**src/rtl/special_op_resolver_if.sv**
```systemverilog
// Decode-to-resolver instruction bus plus writeback and fetch-redirect handshakes.
// slave modport is the resolver side; master is the decode/regfile/fetch side.
interface special_op_resolver_if #(
  parameter int unsigned XLEN = 32
);
  logic            in_valid;
  logic            in_ready;
  logic [2:0]      in_sel;
  logic [XLEN-1:0] in_pc;
  logic [XLEN-1:0] in_imm;
  logic [XLEN-1:0] in_rs1;
  logic [4:0]      in_rd;

  logic            wb_valid;
  logic            wb_ready;
  logic [4:0]      wb_rd;
  logic [XLEN-1:0] wb_data;

  logic            redir_valid;
  logic            redir_ack;
  logic [XLEN-1:0] redir_target;

  modport slave (
    input  in_valid, in_sel, in_pc, in_imm, in_rs1, in_rd, wb_ready, redir_ack,
    output in_ready, wb_valid, wb_rd, wb_data, redir_valid, redir_target
  );

  modport master (
    output in_valid, in_sel, in_pc, in_imm, in_rs1, in_rd, wb_ready, redir_ack,
    input  in_ready, wb_valid, wb_rd, wb_data, redir_valid, redir_target
  );
endinterface

```
**src/rtl/special_op_resolver.sv**
```systemverilog
// Resolves JAL/JALR/LUI/AUIPC into a writeback value and a fetch redirect.
// Optional macro SPECIAL_MISALIGN_CHECK_EN traps jumps whose target has bit 1 set.
module special_op_resolver #(
  parameter int unsigned XLEN  = 32,
  parameter int unsigned CNT_W = 16
) (
  input  logic                 clk,
  input  logic                 rst_n,
  special_op_resolver_if.slave bus,
  output logic                 misalign_err,
  output logic [CNT_W-1:0]     resolved_count
);

  localparam logic [2:0]       SEL_LUI = 3'b100;
  localparam logic [CNT_W-1:0] CNT_MAX = '1;

`ifdef SPECIAL_MISALIGN_CHECK_EN
  typedef enum logic [1:0] {IDLE = 2'd0, RESP = 2'd1, ERR = 2'd2} state_t;
`else
  typedef enum logic [1:0] {IDLE = 2'd0, RESP = 2'd1} state_t;
`endif

  state_t state_q, state_d;

  logic            rdy_q, rdy_d;
  logic            wb_valid_q, wb_valid_d;
  logic            redir_valid_q, redir_valid_d;
  logic [4:0]      wb_rd_q, wb_rd_d;
  logic [XLEN-1:0] wb_data_q, wb_data_d;
  logic [XLEN-1:0] redir_tgt_q, redir_tgt_d;
  logic [CNT_W-1:0] cnt_q, cnt_d;
  logic            cnt_inc;

  logic            accept;
  logic            is_special, is_jump, is_jalr, is_lui;
  logic [XLEN-1:0] pc_plus4, pc_plus_imm, rs1_plus_imm, jump_tgt, wb_val;

  // Datapath for the instruction currently offered by decode
  always_comb begin
    is_special   = bus.in_sel[2];
    is_jump      = bus.in_sel[2] & bus.in_sel[1];
    is_jalr      = &bus.in_sel;
    is_lui       = (bus.in_sel == SEL_LUI);
    pc_plus4     = bus.in_pc + XLEN'(4);
    pc_plus_imm  = bus.in_pc + bus.in_imm;
    rs1_plus_imm = bus.in_rs1 + bus.in_imm;
    jump_tgt     = is_jalr ? {rs1_plus_imm[XLEN-1:1], 1'b0} : pc_plus_imm;
    if (is_jump) begin
      wb_val = pc_plus4;
    end else if (is_lui) begin
      wb_val = bus.in_imm;
    end else begin
      wb_val = pc_plus_imm;
    end
  end

  assign accept = bus.in_valid & rdy_q;

`ifdef SPECIAL_MISALIGN_CHECK_EN
  logic err_q, err_d;
  logic misalign_c;
  assign misalign_c = is_jump & jump_tgt[1];
`endif

  // Next-state and next-output logic
  always_comb begin
    state_d       = state_q;
    wb_valid_d    = wb_valid_q;
    redir_valid_d = redir_valid_q;
    wb_rd_d       = wb_rd_q;
    wb_data_d     = wb_data_q;
    redir_tgt_d   = redir_tgt_q;
    cnt_inc       = 1'b0;
`ifdef SPECIAL_MISALIGN_CHECK_EN
    err_d         = 1'b0;
`endif

    case (state_q)
      IDLE: begin
`ifdef SPECIAL_MISALIGN_CHECK_EN
        if (accept && is_special && misalign_c) begin
          state_d = ERR;
          err_d   = 1'b1;
        end else
`endif
        if (accept && is_special) begin
          wb_rd_d       = bus.in_rd;
          wb_data_d     = wb_val;
          wb_valid_d    = (bus.in_rd != 5'd0);
          redir_valid_d = is_jump;
          if (is_jump) begin
            redir_tgt_d = jump_tgt;
          end
          // LUI/AUIPC to x0 have nothing to present and retire at once
          if ((bus.in_rd == 5'd0) && !is_jump) begin
            cnt_inc = 1'b1;
          end else begin
            state_d = RESP;
          end
        end
      end
      RESP: begin
        wb_valid_d    = wb_valid_q & ~bus.wb_ready;
        redir_valid_d = redir_valid_q & ~bus.redir_ack;
        if (!wb_valid_d && !redir_valid_d) begin
          state_d = IDLE;
          cnt_inc = 1'b1;
        end
      end
`ifdef SPECIAL_MISALIGN_CHECK_EN
      ERR: begin
        state_d = IDLE;
      end
`endif
      default: begin
        state_d = IDLE;
      end
    endcase

    rdy_d = (state_d == IDLE);
    cnt_d = (cnt_inc && (cnt_q != CNT_MAX)) ? cnt_q + CNT_W'(1) : cnt_q;
  end

  // State and output registers
  always_ff @(posedge clk) begin
    if (!rst_n) begin
      state_q       <= IDLE;
      rdy_q         <= 1'b0;
      wb_valid_q    <= 1'b0;
      redir_valid_q <= 1'b0;
      wb_rd_q       <= 5'd0;
      wb_data_q     <= '0;
      redir_tgt_q   <= '0;
      cnt_q         <= '0;
    end else begin
      state_q       <= state_d;
      rdy_q         <= rdy_d;
      wb_valid_q    <= wb_valid_d;
      redir_valid_q <= redir_valid_d;
      wb_rd_q       <= wb_rd_d;
      wb_data_q     <= wb_data_d;
      redir_tgt_q   <= redir_tgt_d;
      cnt_q         <= cnt_d;
    end
  end

`ifdef SPECIAL_MISALIGN_CHECK_EN
  always_ff @(posedge clk) begin
    if (!rst_n) begin
      err_q <= 1'b0;
    end else begin
      err_q <= err_d;
    end
  end
  assign misalign_err = err_q;
`else
  assign misalign_err = 1'b0;
`endif

  assign bus.in_ready     = rdy_q;
  assign bus.wb_valid     = wb_valid_q;
  assign bus.wb_rd        = wb_rd_q;
  assign bus.wb_data      = wb_data_q;
  assign bus.redir_valid  = redir_valid_q;
  assign bus.redir_target = redir_tgt_q;
  assign resolved_count   = cnt_q;

endmodule
```
**src/flat_wrapper.sv**
```systemverilog
// flat-port wrapper written by rule: the top's interface ports become plain ports
module special_op_resolver_flat 
#(
  parameter int unsigned XLEN  = 32,
  parameter int unsigned CNT_W = 16
)
  (clk, rst_n, misalign_err, resolved_count, bus_in_valid, bus_in_sel, bus_in_pc, bus_in_imm, bus_in_rs1, bus_in_rd, bus_wb_ready, bus_redir_ack, bus_in_ready, bus_wb_valid, bus_wb_rd, bus_wb_data, bus_redir_valid, bus_redir_target);
  special_op_resolver_if #(.XLEN(XLEN)) bus_i ();
  input  logic clk;
  input  logic rst_n;
  output logic misalign_err;
  output logic [CNT_W-1:0] resolved_count;
  input wire logic [$bits(bus_i.in_valid)-1:0] bus_in_valid;
  input wire logic [$bits(bus_i.in_sel)-1:0] bus_in_sel;
  input wire logic [$bits(bus_i.in_pc)-1:0] bus_in_pc;
  input wire logic [$bits(bus_i.in_imm)-1:0] bus_in_imm;
  input wire logic [$bits(bus_i.in_rs1)-1:0] bus_in_rs1;
  input wire logic [$bits(bus_i.in_rd)-1:0] bus_in_rd;
  input wire logic [$bits(bus_i.wb_ready)-1:0] bus_wb_ready;
  input wire logic [$bits(bus_i.redir_ack)-1:0] bus_redir_ack;
  output wire logic [$bits(bus_i.in_ready)-1:0] bus_in_ready;
  output wire logic [$bits(bus_i.wb_valid)-1:0] bus_wb_valid;
  output wire logic [$bits(bus_i.wb_rd)-1:0] bus_wb_rd;
  output wire logic [$bits(bus_i.wb_data)-1:0] bus_wb_data;
  output wire logic [$bits(bus_i.redir_valid)-1:0] bus_redir_valid;
  output wire logic [$bits(bus_i.redir_target)-1:0] bus_redir_target;
  assign bus_i.in_valid = bus_in_valid;
  assign bus_i.in_sel = bus_in_sel;
  assign bus_i.in_pc = bus_in_pc;
  assign bus_i.in_imm = bus_in_imm;
  assign bus_i.in_rs1 = bus_in_rs1;
  assign bus_i.in_rd = bus_in_rd;
  assign bus_i.wb_ready = bus_wb_ready;
  assign bus_i.redir_ack = bus_redir_ack;
  assign bus_in_ready = bus_i.in_ready;
  assign bus_wb_valid = bus_i.wb_valid;
  assign bus_wb_rd = bus_i.wb_rd;
  assign bus_wb_data = bus_i.wb_data;
  assign bus_redir_valid = bus_i.redir_valid;
  assign bus_redir_target = bus_i.redir_target;
  special_op_resolver #(.XLEN(XLEN), .CNT_W(CNT_W)) u_core (.clk(clk), .rst_n(rst_n), .bus(bus_i), .misalign_err(misalign_err), .resolved_count(resolved_count));
endmodule
```
**config.mk**
```make
export PLATFORM = sky130hd
export DESIGN_NAME = special_op_resolver_flat
export DESIGN_NICKNAME = d
export VERILOG_FILES = /design/src/rtl/special_op_resolver_if.sv /design/src/rtl/special_op_resolver.sv /design/src/flat_wrapper.sv
export SDC_FILE = /design/constraint.sdc
export NUM_CORES = 1
export LEC_CHECK = 0
export BUFFER_PORTS_ARGS = -buffer_cell sky130_fd_sc_hd__buf_2
export CORE_UTILIZATION = 46
export DETAILED_ROUTE_END_ITERATION = 8
export PLACE_DENSITY = 0.73
export RECOVER_POWER = 100
export REMOVE_ABC_BUFFERS = 1
export SLEW_MARGIN = 0
export SYNTH_ARGS = -nofsm -noshare
export SYNTH_HDL_FRONTEND = slang
export SYNTH_SLANG_ARGS = --single-unit
```
**constraint.sdc**
```tcl
create_clock -name clk -period 2.6 [get_ports clk]
set_input_delay 0.26 -clock clk [delete_from_list [all_inputs] [get_ports clk]]
set_output_delay 0.26 -clock clk [all_outputs]
set_load 0.05 [all_outputs]
```
Word-level counts from Yosys, hierarchy flattened. Index checks and enable logic that the tools add are counted.

Muxes and demuxes: 15. Add/subtract/negate cells: 4. Reductions and logical operators: 16. Multiply operators: 0. Div/mod/pow operators: 0. Eq/ne operators: 4. Bitwise gates (word level): 6. Shift-type cells: 0. Magnitude comparators: 0.

Operators by type and width (count): $mux W32 (3); $add A32 B32 Y32 (2); $add A32 B3 Y32 const B (1); $add A16 B1 Y16 const B (1); $ne A16 B16 Y1 const B (1); $mux W2 (3); $pmux W1 S2 (3); $reduce_and A3 Y1 (2); $logic_not A5 Y1 (1); $mux W1 (5); $reduce_bool A5 Y1 (1); $and A1 B1 Y1 (4); $logic_and A1 B1 Y1 (4); $logic_not A2 Y1 (2); $pmux W2 S2 (1); $reduce_and A2 Y1 (2); $eq A3 B3 Y1 const B (1); $logic_not A1 Y1 (3); $eq A2 B1 Y1 const B (1); $ne A2 B1 Y1 const B (1); $not A1 Y1 (2); $reduce_bool A2 Y1 (1).

Memories: 0. Register bits after elaboration: 90. Latch bits: 0. Bits in writable memories: 0. Input bits: 109. Bits in read-only memories: 0.

Longest topological paths before layout. Gate-level depths: netlist of the first run.

Word-level depth: 7. Mapped depth: 12. Gate-level depth less buffers: 11.

Least setup slack after synthesis of the first run. No wires, ideal clock.

Path kind: reg-to-reg. Start: reg u_core.rdy_q, in the netlist u_core.bus.in_ready. End: reg u_core.cnt_q[13], in the netlist u_core.resolved_count[13]. Setup slack: -0.168 ns. Data arrival time: 2.697 ns. Buffers on the path: 3. Clock period less this slack: 2.768 ns. Required time: 2.530 ns. Cell stages (with the launch flop): 12. Cells stage by stage: dfxtp_1 > nand2_1 > nor3_4 > and2_1 > buf_2 > a22oi_1 > a311o_1 > buf_2 > or3_1 > buf_2 > or3_1 > a21oi_1.

Cells in the longest elaborated chain, start to end: 5.

RTL lines: start, declared (line special_op_resolver.sv:25) `logic rdy_q, rdy_d;`; start signal, assigned (line special_op_resolver.sv:137) `rdy_q <= rdy_d;`; $and A1 B1 Y1 (line special_op_resolver.sv:57) `assign accept = bus.in_valid & rdy_q;`; $logic_and A1 B1 Y1 (line special_op_resolver.sv:86) `if (accept && is_special) begin`; $mux W1 (line special_op_resolver.sv:86); $pmux W1 S2 (line special_op_resolver.sv:78) `case (state_q)`; $logic_and A1 B1 Y1 (line special_op_resolver.sv:121) `cnt_d = (cnt_inc && (cnt_q != CNT_MAX)) ? cnt_q + CNT_W'(1) : cnt_q;`; end signal, assigned (line special_op_resolver.sv:143) `cnt_q <= cnt_d;`; end, declared (line special_op_resolver.sv:31) `logic [CNT_W-1:0] cnt_q, cnt_d;`.

No other way between the ends. A chain may end at the register's enable or synchronous reset.

Worst setup path after layout of the first run.
Start: in bus_in_imm[0]. End: reg u_core.redir_tgt_q[26], in the netlist u_core.bus.redir_target[26].

Cells in the longest elaborated chain, start to end: 2. Elaborated cells on any way between the ends: 3.

RTL lines: start, declared (line flat_wrapper.sv:16) `input wire logic [$bits(bus_i.in_imm)-1:0] bus_in_imm;`; $add A32 B32 Y32 (on tied branches) (line special_op_resolver.sv:45, special_op_resolver.sv:46); $mux W32 * (line special_op_resolver.sv:47) `jump_tgt = is_jalr ? {rs1_plus_imm[XLEN-1:1], 1'b0} : pc_plus_imm;`; end signal, assigned (line special_op_resolver.sv:142) `redir_tgt_q <= redir_tgt_d;`; end, declared (line special_op_resolver.sv:30) `logic [XLEN-1:0] redir_tgt_q, redir_tgt_d;`.

Every way passes the cells marked *; elsewhere a longest branch is shown, timed or not.

==> impl_metrics.csv, run 1 <==
group,metric,value,unit
clock_tree,cts_inserted_buffers,9,
floorplan,chipHeight,132,µm
floorplan,fp.dieArea,17500,µm²
layout,multi_input_comb_area,5730,µm²
layout,final_core_util,62.6,%
worst_setup_path,critPathMostFrequentCell,"a21oi_1",
layout,layout.cells.most_common,"buf_4",
worst_hold_path,hold_path.startpoint,"bus_in_rd[4]",
placement,pre_cts_setup_slack,-0.395,ns
worst_hold_path,hold_class,"primary input to register",
worst_hold_path,hold_end,"u_core.bus.wb_rd[4]",
worst_setup_path,critical_path.startpoint,"bus_in_imm[0]",
grt,grt_max_degree,46,
worst_setup_path,r2r_start,"u_core.bus.in_ready",
power,power_density,451,nW/µm²
worst_setup_path,cp.buffers_inverters,2,
route,detail_route.wl_per_cell,18.3,µm
placement,place_inst,1591,
logic_synthesis,yosysWarnings,0,
timing,share_of_the_cycle_needed_by_the_critical_path_after_routing,97.7,%
timing,hold_fails_final_rpt,0,
floorplan,coreArea,16600,µm²
grt,first_global_vias,8761,
timing,worst_pin_slew,1.04,ns
clock_tree,ctsLongestPathBuffers,2,
floorplan,core.rowCount,47,
worst_setup_path,critical_path.top_delay_family,"compound AO/OA/AOI/OAI gates",
placement,place.port_buffers,196,
worst_setup_path,worst_ep_arrival_time,2.80,ns
clock_tree,post-cts-setup-buffer-count,0,
grt,total_gr_overflow,0,
clock_tree,clock_tree_from_tritoncts,"done",
worst_setup_path,timing.critical_path.from_type,"primary input",
timing,timing.final.crit_period,2.54,ns
layout,final_cell_count_no_fill,1608,
worst_setup_path,timing.critical_path.to_type,"register",
timing,slew_viols_final,0,
logic_synthesis,avgSynthCellArea,7.38,µm²
placement,detailedPlacementHpwl,23500,µm
layout,areaGrowthSynthToFinish,33.2,%
route,vias,9419,
worst_setup_path,ff2ff_setup_slack,0.22,ns
worst_setup_path,worst_path_largest_cell_delay,0.40,ns
logic_synthesis,synth_top_flop_cell,"dfxtp_1",
layout,layout-drive-gt1-share,22.3,%
power,ir_drop,0.345,mV
clock_tree,numClockSinks,90,
route,drt_drc_violations_left,0,
clock_tree,cts.htree.levels,3,
worst_setup_path,r2r.worst_path.cells,8,
run,drv.max_cap_violation_count,0,
timing,setup-violations-final,0,
layout,sequential_cell_area,1800,µm²
layout,layout_common_cells,"buf_4, nand2_1, nor2_1, buf_2, clkbuf_1",
logic_synthesis,synth-async-reset-ratio,0,%
clock_tree,cts.root.buffer_cell,"clkbuf_16",
timing,finalWorstSetupSlack,0.0604,ns
layout,layout.filler_cells,1592,
logic_synthesis,synth.cell_area,7790,µm²
timing,skew,0.00922,ns
clock_tree,worst_skew_pair.late_latency,0.37,ns
timing,fmaxAchievable,394,MHz
power,static_leak,4.48,nW
clock_tree,clkTransAtPathRegs,0.09,ns
grt,grt_antenna_before_repair,1,
logic_synthesis,synth_sequential_area_ratio,23.1,%
grt,grt_pass1_wl,46200,µm
worst_setup_path,critical_path_required,2.86,ns
grt,groute.usage.overall,33.5,%
worst_setup_path,type_of_the_worst_setup_path,"primary input to register",
logic_synthesis,postSynthRegisterBits,90,
power,total_power,0.00468,W
floorplan,start_util,47.0,%
floorplan,chipWidth,132,µm
logic_synthesis,synth_edf_count,0,
layout,nNetsFinal,1556,
route,antenna_left,0,
placement,routabilityCongestion,0.984,
route,drt_wl_total,29400,µm
route,first_pass_iters,5,
route,dr.first_iter.drc_count,623,
worst_setup_path,critical_path.cell_chain,"buf_2 -> and2_1 -> fa_1 -> a21oi_1 -> o2bb2ai_2 -> buf_4 -> o2111ai_1 -> o211ai_1 -> nand2_1 -> a31oi_1 -> xor2_1 -> a21oi_1 -> a21oi_1",
worst_setup_path,cp_max_delay_cell,"fa_1",
route,post_drt_via_cell_ratio,5.86,
worst_setup_path,cp_max_fo,3,
worst_setup_path,crit-reg2reg-capture,"u_core.bus.redir_target[21]",
status,status,"completed",
logic_synthesis,postSynthCellCount,1055,
timing,relSlewSlack,30.4,%
logic_synthesis,count_of_different_cell_masters_after_synthesis,68,
worst_hold_path,timing.hold.worst_path_depth,3,
floorplan,ioPinCount,198,
-- final cells by class --
cell class / count / area share, %
timing repair buffer: 374 / 21.1
inverter: 21 / 0.760
antenna: 1 / 0.0241
multi-input combinational: 886 / 55.2
tap: 220 / 2.65
clock inverter: 7 / 0.735
sequential: 90 / 17.4
clock buffer: 9 / 2.17
-- registers in the layout, indices dropped and copies added (netlist names) --
signal / flops
u_core.bus.redir_target: 32
u_core.bus.wb_data: 32
u_core.resolved_count: 16
u_core.bus.wb_rd: 5
u_core.state_q: 2
u_core.bus.in_ready: 1
u_core.bus.redir_valid: 1
u_core.bus.wb_valid: 1
-- worst reg2reg max path, delay by kind of cell (launching register included) --
family	cells	cell delay (ns)
and+or+nand+nor	5	0.86
buffers and inverters	2	0.84
DFF	1	0.35
AOI/OAI and AO/OA	1	0.24
-- worst max path at each step --
| stage | endpoint | slack, ns | depth (start not counted) |
|---|---|---|---|
| 2_1_floorplan | u_core.bus.redir_target[16] | -0.89 | 7 |
| 3_3_place_gp | u_core.bus.wb_data[30] | -0.34 | 13 |
| 4_1_cts | u_core.bus.wb_data[26] | 0.05 | 14 |
| 6_report | u_core.bus.redir_target[26] | 0.06 | 13 |
| 3_5_place_dp | u_core.bus.wb_data[30] | -0.39 | 13 |
| 5_1_grt | u_core.bus.redir_target[26] | -0.03 | 13 |
-- routing by layer --
layer  vias to the layer above  wire length [µm]  GRT usage [%]  part of all wire [%]
met3                        62              2260           4.69                   7.7
met2                       392             13200           54.4                    45
met5                         -                 0              0                     0
met1                      4426             13100           44.8                    44
li1                       4539                 -              -                     -
met4                         0               842           13.0                   2.9
-- synth_stat cells (all sizes together) (15+ instances only) --
cell type,count,share of area [%]
nand4,15,1.2
a221oi,15,1.7
dfxtp,90,23
o21ai,83,5.3
ha,63,10
nand3,46,3.0
xnor2,50,5.6
a21oi,97,6.2
a22oi,17,1.6
and3,20,1.6
a21o,23,2.2
inv,20,0.96
nor2,109,5.3
a211oi,15,1.4
clkbuf,54,2.6
nand2,108,5.2
nor3,27,1.9
xor2,46,5.2
-- kinds of logic after synthesis --
kind of cell / count (synthesis) / share of synthesized area [%]
AO/OA/AOI/OAI: 347 / 28.8
XOR/XNOR: 96 / 10.8
adder cells (fa/ha/maj): 65 / 10.6
buffers and inverters: 80 / 3.95
flip-flops: 90 / 23.1
multiplexers: 3 / 0.386
other: 1 / 0.0481
AND/OR/NAND/NOR: 373 / 22.3
-- power by group --
part	internal, W	leakage, nW	total [W]	switching, W
clock	0.000691	0.149	0.00139	0.000701
sequential	0.00141	0.729	0.00143	0.0000187
combinational	0.000795	3.60	0.00186	0.00106
-- through the flow --
| stage | hold WS (ns) | setup TNS, ns | cell area [µm²] |
|---|---|---|---|
| after CTS | 0.145 | 0 | 10500 |
| after floorplan | 0.381 | -27.61 | 7560 |
| after global routing | 0.164 | -0.0323 | 10400 |
| after detailed placement | 0.449 | -6.79 | 10200 |
| after global placement | 0.438 | -5.80 | 10200 |
| final | 0.154 | 0 | 10400 |
-- repair_timing --
| action | 4_1_cts | 5_1_grt |
|---|---|---|
| gates resized for setup | 1 | 12 |
| pin swaps | 0 | 4 |
| hold buffers | 0 | 0 |
| endpoints found under the setup margin | 1 | 15 |
No activity file was read; power rests on OpenSTA's default activity.
==> run 2: changes to the inputs <==
Settings changed: CORE_UTILIZATION 46 to 40, PLACE_DENSITY 0.73 to 0.65.
==> impl_metrics.csv, run 2 (synthesis gave the netlist of run 1 again) <==
group,metric,value,unit
worst_setup_path,critical_path.cell_chain,"buf_2 -> ha_1 -> a21oi_1 -> a2111oi_2 -> buf_4 -> nor2_1 -> buf_4 -> nor2_1 -> o21a_1 -> o311ai_4 -> buf_4 -> nor2_1 -> a211oi_1 -> nor2_1",
layout,layout_common_cells,"buf_4, nand2_1, nor2_1, buf_2, a21oi_1",
worst_setup_path,critical_path_required,2.84,ns
timing,slew_viols_final,0,
clock_tree,cts_inserted_buffers,9,
worst_setup_path,type_of_the_worst_setup_path,"primary input to register",
grt,grt_pass1_wl,46900,µm
worst_setup_path,worst_path_largest_cell_delay,0.36,ns
floorplan,core.rowCount,50,
clock_tree,ctsLongestPathBuffers,2,
layout,final_cell_count_no_fill,1650,
placement,routabilityCongestion,0.950,
timing,skew,0.0180,ns
layout,layout.cells.most_common,"buf_4",
grt,first_global_vias,8815,
grt,grt_max_degree,45,
route,met2_wirelength,13600,µm
layout,final_core_util,55.7,%
clock_tree,worst_skew_pair.late_latency,0.36,ns
worst_setup_path,worst_ep_arrival_time,2.77,ns
route,detail_route.wl_per_cell,18.5,µm
floorplan,ioPinCount,198,
grt,groute.usage.overall,30.2,%
status,status,"completed",
clock_tree,cts.htree.levels,3,
placement,detailedPlacementHpwl,23900,µm
run,drv.max_cap_violation_count,0,
layout,layout-drive-gt1-share,23.3,%
placement,place_inst,1632,
route,met1Wirelength,14000,µm
worst_setup_path,timing.critical_path.from_type,"primary input",
timing,setup-violations-final,0,
grt,total_gr_overflow,0,
power,power_density,448,nW/µm²
route,drt_wl_total,30500,µm
layout,insertedDiodeCount,0,
timing,timing.final.crit_period,2.54,ns
timing,relSlewSlack,40.6,%
route,dr.first_iter.drc_count,633,
grt,grt_antenna_before_repair,0,
timing,hold_fails_final_rpt,0,
route,post_drt_via_cell_ratio,5.66,
clock_tree,clkTransAtPathRegs,0.08,ns
worst_setup_path,critPathMostFrequentCell,"nor2_1",
route,antenna_left,0,
layout,nNetsFinal,1559,
timing,share_of_the_cycle_needed_by_the_critical_path_after_routing,97.5,%
route,vias,9334,
clock_tree,cts.root.buffer_cell,"clkbuf_16",
clock_tree,number_of_buffers_inserted_by_hold_repair_at_cts,0,
timing,worst_pin_slew,0.885,ns
route,drt_drc_violations_left,0,
power,ir_drop,0.301,mV
clock_tree,numClockSinks,90,
worst_setup_path,cp_max_delay_cell,"ha_1",
route,dr.max_layer_used,"met4",
floorplan,start_util,41.2,%
worst_hold_path,hold_class,"primary input to register",
clock_tree,clock_tree_from_tritoncts,"done",
floorplan,chipWidth,142,µm
route,routed-wl-met3,2220,µm
worst_setup_path,cp_max_fo,4,
power,static_leak,4.53,nW
timing,fmaxAchievable,394,MHz
placement,place.port_buffers,196,
layout,areaGrowthSynthToFinish,35.0,%
floorplan,coreArea,18900,µm²
worst_setup_path,timing.critical_path.to_type,"register",
floorplan,chipHeight,142,µm
floorplan,fp.dieArea,20000,µm²
route,first_pass_iters,5,
[run 2: cell count changes in the layout (fill, tap and decap cells not counted), sizes merged]
cell / change
buf: +12
diode: -1
inv: -1
clkinv: +1
clkbuf: -9
[run 2: stage by stage]
step                      instance area, µm²  power [W]  worst slack [ns]  setup TNS [ns]  hold WS (ns)
after detailed placement               10200    0.00327            -0.488           -8.73         0.442
final                                  10500    0.00471            0.0641               0         0.151
after global routing                   10500    0.00494           -0.0320         -0.0603         0.145
after CTS                              10500    0.00466           0.00176               0         0.141
after global placement                 10200    0.00327            -0.439           -7.12         0.437
after floorplan                         7560    0.00245            -0.887          -27.61         0.381
[run 2: worst paths after layout]
path         depth (start not counted)  slack [ns]                           to                      from
max                                 14        0.06  u_core.bus.redir_target[15]             bus_in_imm[2]
min reg2reg                          2        0.45          u_core.bus.wb_rd[1]       u_core.bus.wb_rd[1]
max reg2reg                         11        0.32    u_core.resolved_count[12]  u_core.resolved_count[6]
min                                  3        0.15          u_core.bus.wb_rd[2]              bus_in_rd[2]
[run 2: final cells by class]
class                      count  area (µm²)
sequential                    90        1800
inverter                      21        78.8
timing repair buffer         377        2220
clock inverter                 7        76.3
tap                          260         325
fill                        1959        8380
multi-input combinational    886        5790
clock buffer                   9         225
[run 2: repair_timing]
| action | CTS | global route |
|---|---|---|
| endpoints found under the setup margin | 5 | 26 |
| pin swaps | 0 | 4 |
| buffers inserted | 0 | 2 |
| resized for setup | 2 | 18 |
| gates cloned | 0 | 0 |
[run 2: report_power, final]
part           internal (W)  switching [W]
registers           0.00141      0.0000187
clock network      0.000687       0.000708
logic              0.000808        0.00108
[run 2: critical path: cells and delay by family]
family,cells,cell delay [ns]
buffers and inverters,4,0.58
AOI/OAI and AO/OA,5,1.21
and+or+nand+nor,4,0.35
adders and majority gates,1,0.36
[run 2: layer usage]
layer  vias up  GRT usage, %
met5         -             0
met4         0          9.45
met2       369          48.8
met1      4359          41.2
met3        54          4.49
li1       4552             -
==> run 3: changes to the inputs <==
Settings changed: ABC_AREA from default to 1, PLACE_DENSITY 0.65 to default.
==> impl_metrics.csv, run 3 <==
group,metric,value,unit
clock_tree,worst_skew_pair.late_latency,0.37,ns
timing,setup-violations-final,0,
worst_setup_path,worst_path_largest_cell_delay,0.35,ns
grt,groute.usage.overall,30.2,%
worst_setup_path,cp_max_fo,44,
route,drt_drc_violations_left,0,
floorplan,chipWidth,159,µm
power,static_leak,6.05,nW
worst_setup_path,critical_path_required,2.90,ns
grt,globalRouteMet3Util,3.24,%
power,switching_component_of_the_power,0.00204,W
worst_setup_path,r2r_start,"u_core.state_q[1]",
logic_synthesis,synth_top_flop_cell,"dfxtp_1",
grt,grt_pass1_wl,59100,µm
worst_hold_path,hold_path.startpoint,"bus_in_rd[2]",
logic_synthesis,synth.cell_area,9850,µm²
power,ir_drop,0.247,mV
clock_tree,numClockSinks,90,
timing,share_of_the_cycle_needed_by_the_critical_path_after_routing,80.4,%
floorplan,coreArea,24200,µm²
worst_setup_path,critical_path.cell_chain,"nor2_1 -> nand4_1 -> clkbuf_1 -> nor2_1 -> buf_12 -> inv_2 -> a21oi_1 -> o21ai_0 -> a21oi_1",
floorplan,ioPinCount,198,
layout,layout_common_cells,"nand2_1, inv_1, nand3_1, a21oi_1, nor2_1",
grt,globalRoute.busiestLayer,"met2",
logic_synthesis,synthTopCellsByArea,"nand2_1, dfxtp_1, inv_1",
timing,rsz_0062_raised_after_global_routing,"false",
clock_tree,cts.repair.resized,0,
clock_tree,cts.root.buffer_cell,"clkbuf_16",
grt,first_global_vias,10681,
route,antenna_left,0,
placement,detailedPlacementHpwl,31000,µm
layout,insertedDiodeCount,0,
floorplan,start_util,40.6,%
clock_tree,number_of_buffers_inserted_by_hold_repair_at_cts,0,
power,power.switching_fraction,43.5,%
run,drv.max_cap_violation_count,0,
clock_tree,clkTransAtPathRegs,0.09,ns
logic_synthesis,postSynthRegisterBits,90,
placement,place.port_buffers,196,
floorplan,fp.dieArea,25200,µm²
power,combinationalPowerShare,38.6,%
clock_tree,cts.htree.levels,3,
power,power.share.sequential,30.5,%
power,p_int,0.00265,W
layout,multi_input_comb_area,6720,µm²
logic_synthesis,yosys.area.top_type,"nand2_1",
logic_synthesis,synthMostInstantiatedCell,"nand2_1",
timing,fmaxAchievable,478,MHz
layout,final_cell_count_no_fill,2262,
layout,layout.filler_cells,2771,
floorplan,chipHeight,159,µm
worst_setup_path,timing.critical_path.from_type,"register",
route,post_drt_via_cell_ratio,5.14,
status,status,"completed",
route,detail_route.wl_per_cell,16.9,µm
worst_hold_path,hold_class,"primary input to register",
route,vias,11634,
logic_synthesis,synth_edf_count,0,
floorplan,core.rowCount,57,
worst_setup_path,worst_ep_arrival_time,2.39,ns
worst_setup_path,critical_path.startpoint,"u_core.state_q[1]",
logic_synthesis,netlist_top_cells_count,"nand2_1, inv_1, nand3_1, a21oi_1, nor2_1",
clock_tree,clock_tree_from_tritoncts,"done",
clock_tree,cts_inserted_buffers,9,
route,dr.first_iter.drc_count,957,
timing,finalWorstSetupSlack,0.510,ns
logic_synthesis,synth-async-reset-ratio,0,%
logic_synthesis,synth_largest_type_area_fraction,21.7,%
timing,worst_pin_slew,0.867,ns
layout,sequential_cell_area,1800,µm²
logic_synthesis,count_of_different_cell_masters_after_synthesis,41,
route,drt_wl_total,38300,µm
grt,global_route.usage.met1,43.7,%
layout,nNetsFinal,2107,
timing,hold_fails_final_rpt,0,
placement,routabilityCongestion,0.978,
placement,pre_cts_setup_slack,0.212,ns
grt,grt_max_degree,51,
worst_setup_path,cp_max_delay_cell,"dfxtp_1",
grt,grt_antenna_before_repair,0,
layout,layout.cells.most_common,"nand2_1",
logic_synthesis,yosysWarnings,0,
placement,place_inst,2246,
clock_tree,ctsLongestPathBuffers,2,
layout,layout-drive-gt1-share,8.82,%
route,first_pass_iters,5,
timing,relSlewSlack,42.2,%
power,clkPwrFrac,30.8,%
layout,areaGrowthSynthToFinish,15.2,%
timing,timing.final.crit_period,2.09,ns
clock_tree,post-cts-setup-buffer-count,0,
logic_synthesis,postSynthCellCount,1753,
worst_setup_path,type_of_the_worst_setup_path,"register to register",
grt,total_gr_overflow,0,
power,power_density,413,nW/µm²
logic_synthesis,avgSynthCellArea,5.62,µm²
timing,tns_setup,0,ns
worst_setup_path,timing.critical_path.to_type,"register",
logic_synthesis,synth_sequential_area_ratio,18.3,%
timing,slew_viols_final,0,
grt,groute.layer.met2.usage,46.3,%
timing,skew,0.0128,ns
run 3: cell types whose count changed in the layout (fill, tap and decap cells not counted), moves of 14 or more:
cell      change
o21bai_1     +14
o211ai_1     +20
o21ai_1      -33
a21oi_1      +33
xnor2_1      -25
a22oi_1      -17
and3_1       -20
nand2_1     +462
a221oi_1     -14
a21o_1       -19
buf_4       -163
nand3_1     +118
inv_1       +266
o21ai_0      +19
run 3: through the flow:
| stage | total power [W] | area [µm²] | utilization [%] | hold slack, ns |
|---|---|---|---|---|
| finish | 0.00469 | 11300 | 46.8 | 0.133 |
| global route | 0.00494 | 11300 | 46.8 | 0.142 |
| CTS | 0.00467 | 11500 | 47.3 | 0.126 |
| detailed placement | 0.00324 | 11200 | 46.1 | 0.461 |
| global placement | 0.00325 | 11200 | 46.1 | 0.451 |
| floorplan | 0.00264 | 9660 | - | 0.387 |
run 3: critical path: cells and delay by family (launching register included):
| kind | cells | cell delay [ns] |
|---|---|---|
| AO/OA/AOI/OAI | 3 | 0.40 |
| buffers and inverters | 3 | 0.80 |
| flip-flops | 1 | 0.35 |
| AND/OR/NAND/NOR | 3 | 0.46 |
run 3: metal layers:
metal | vias to the layer above | wire (µm) | part of all wire [%]
li1 | 5953 | - | -
met1 | 5237 | 18500 | 48
met2 | 396 | 16300 | 43
met3 | 48 | 2450 | 6.4
met4 | 0 | 1070 | 2.8
met5 | - | 0 | 0
run 3: logic make-up (layout without fill, tap and decap cells):
kind of cell	Yosys count	count (layout)	synth area share (%)
xor+xnor	59	59	5.25
compound gates	266	266	15.3
simple gates	928	928	39.4
other cells	1	2	0.0381
flops	90	90	18.3
buf+inv	344	528	13.3
fa+ha+maj	65	65	8.41
run 3: worst paths after layout:
kind         slack (ns)  cells past startpoint                          end
min                0.13                      3          u_core.bus.wb_rd[2]
max                0.51                      9   u_core.bus.redir_target[2]
min reg2reg        0.47                      2  u_core.bus.redir_target[26]
max reg2reg        0.51                      9   u_core.bus.redir_target[2]
run 3: layout make-up:
type                       instances  share of cell area (%)
timing repair buffer             213                    8.84
clock inverter                     7                   0.595
multi-input combinational       1320                    59.2
inverter                         299                    9.89
tap                              324                    3.57
clock buffer                       9                    1.98
sequential                        90                    15.9
run 3: power by group through the flow:
stage          combinational, W  sequential, W  clock, W
5_1_grt                 0.00201        0.00144   0.00150
2_1_floorplan           0.00108        0.00157         0
3_5_place_dp            0.00178        0.00146         0
4_1_cts                 0.00179        0.00143   0.00145
6_report                0.00181        0.00143   0.00144
3_3_place_gp            0.00178        0.00146         0
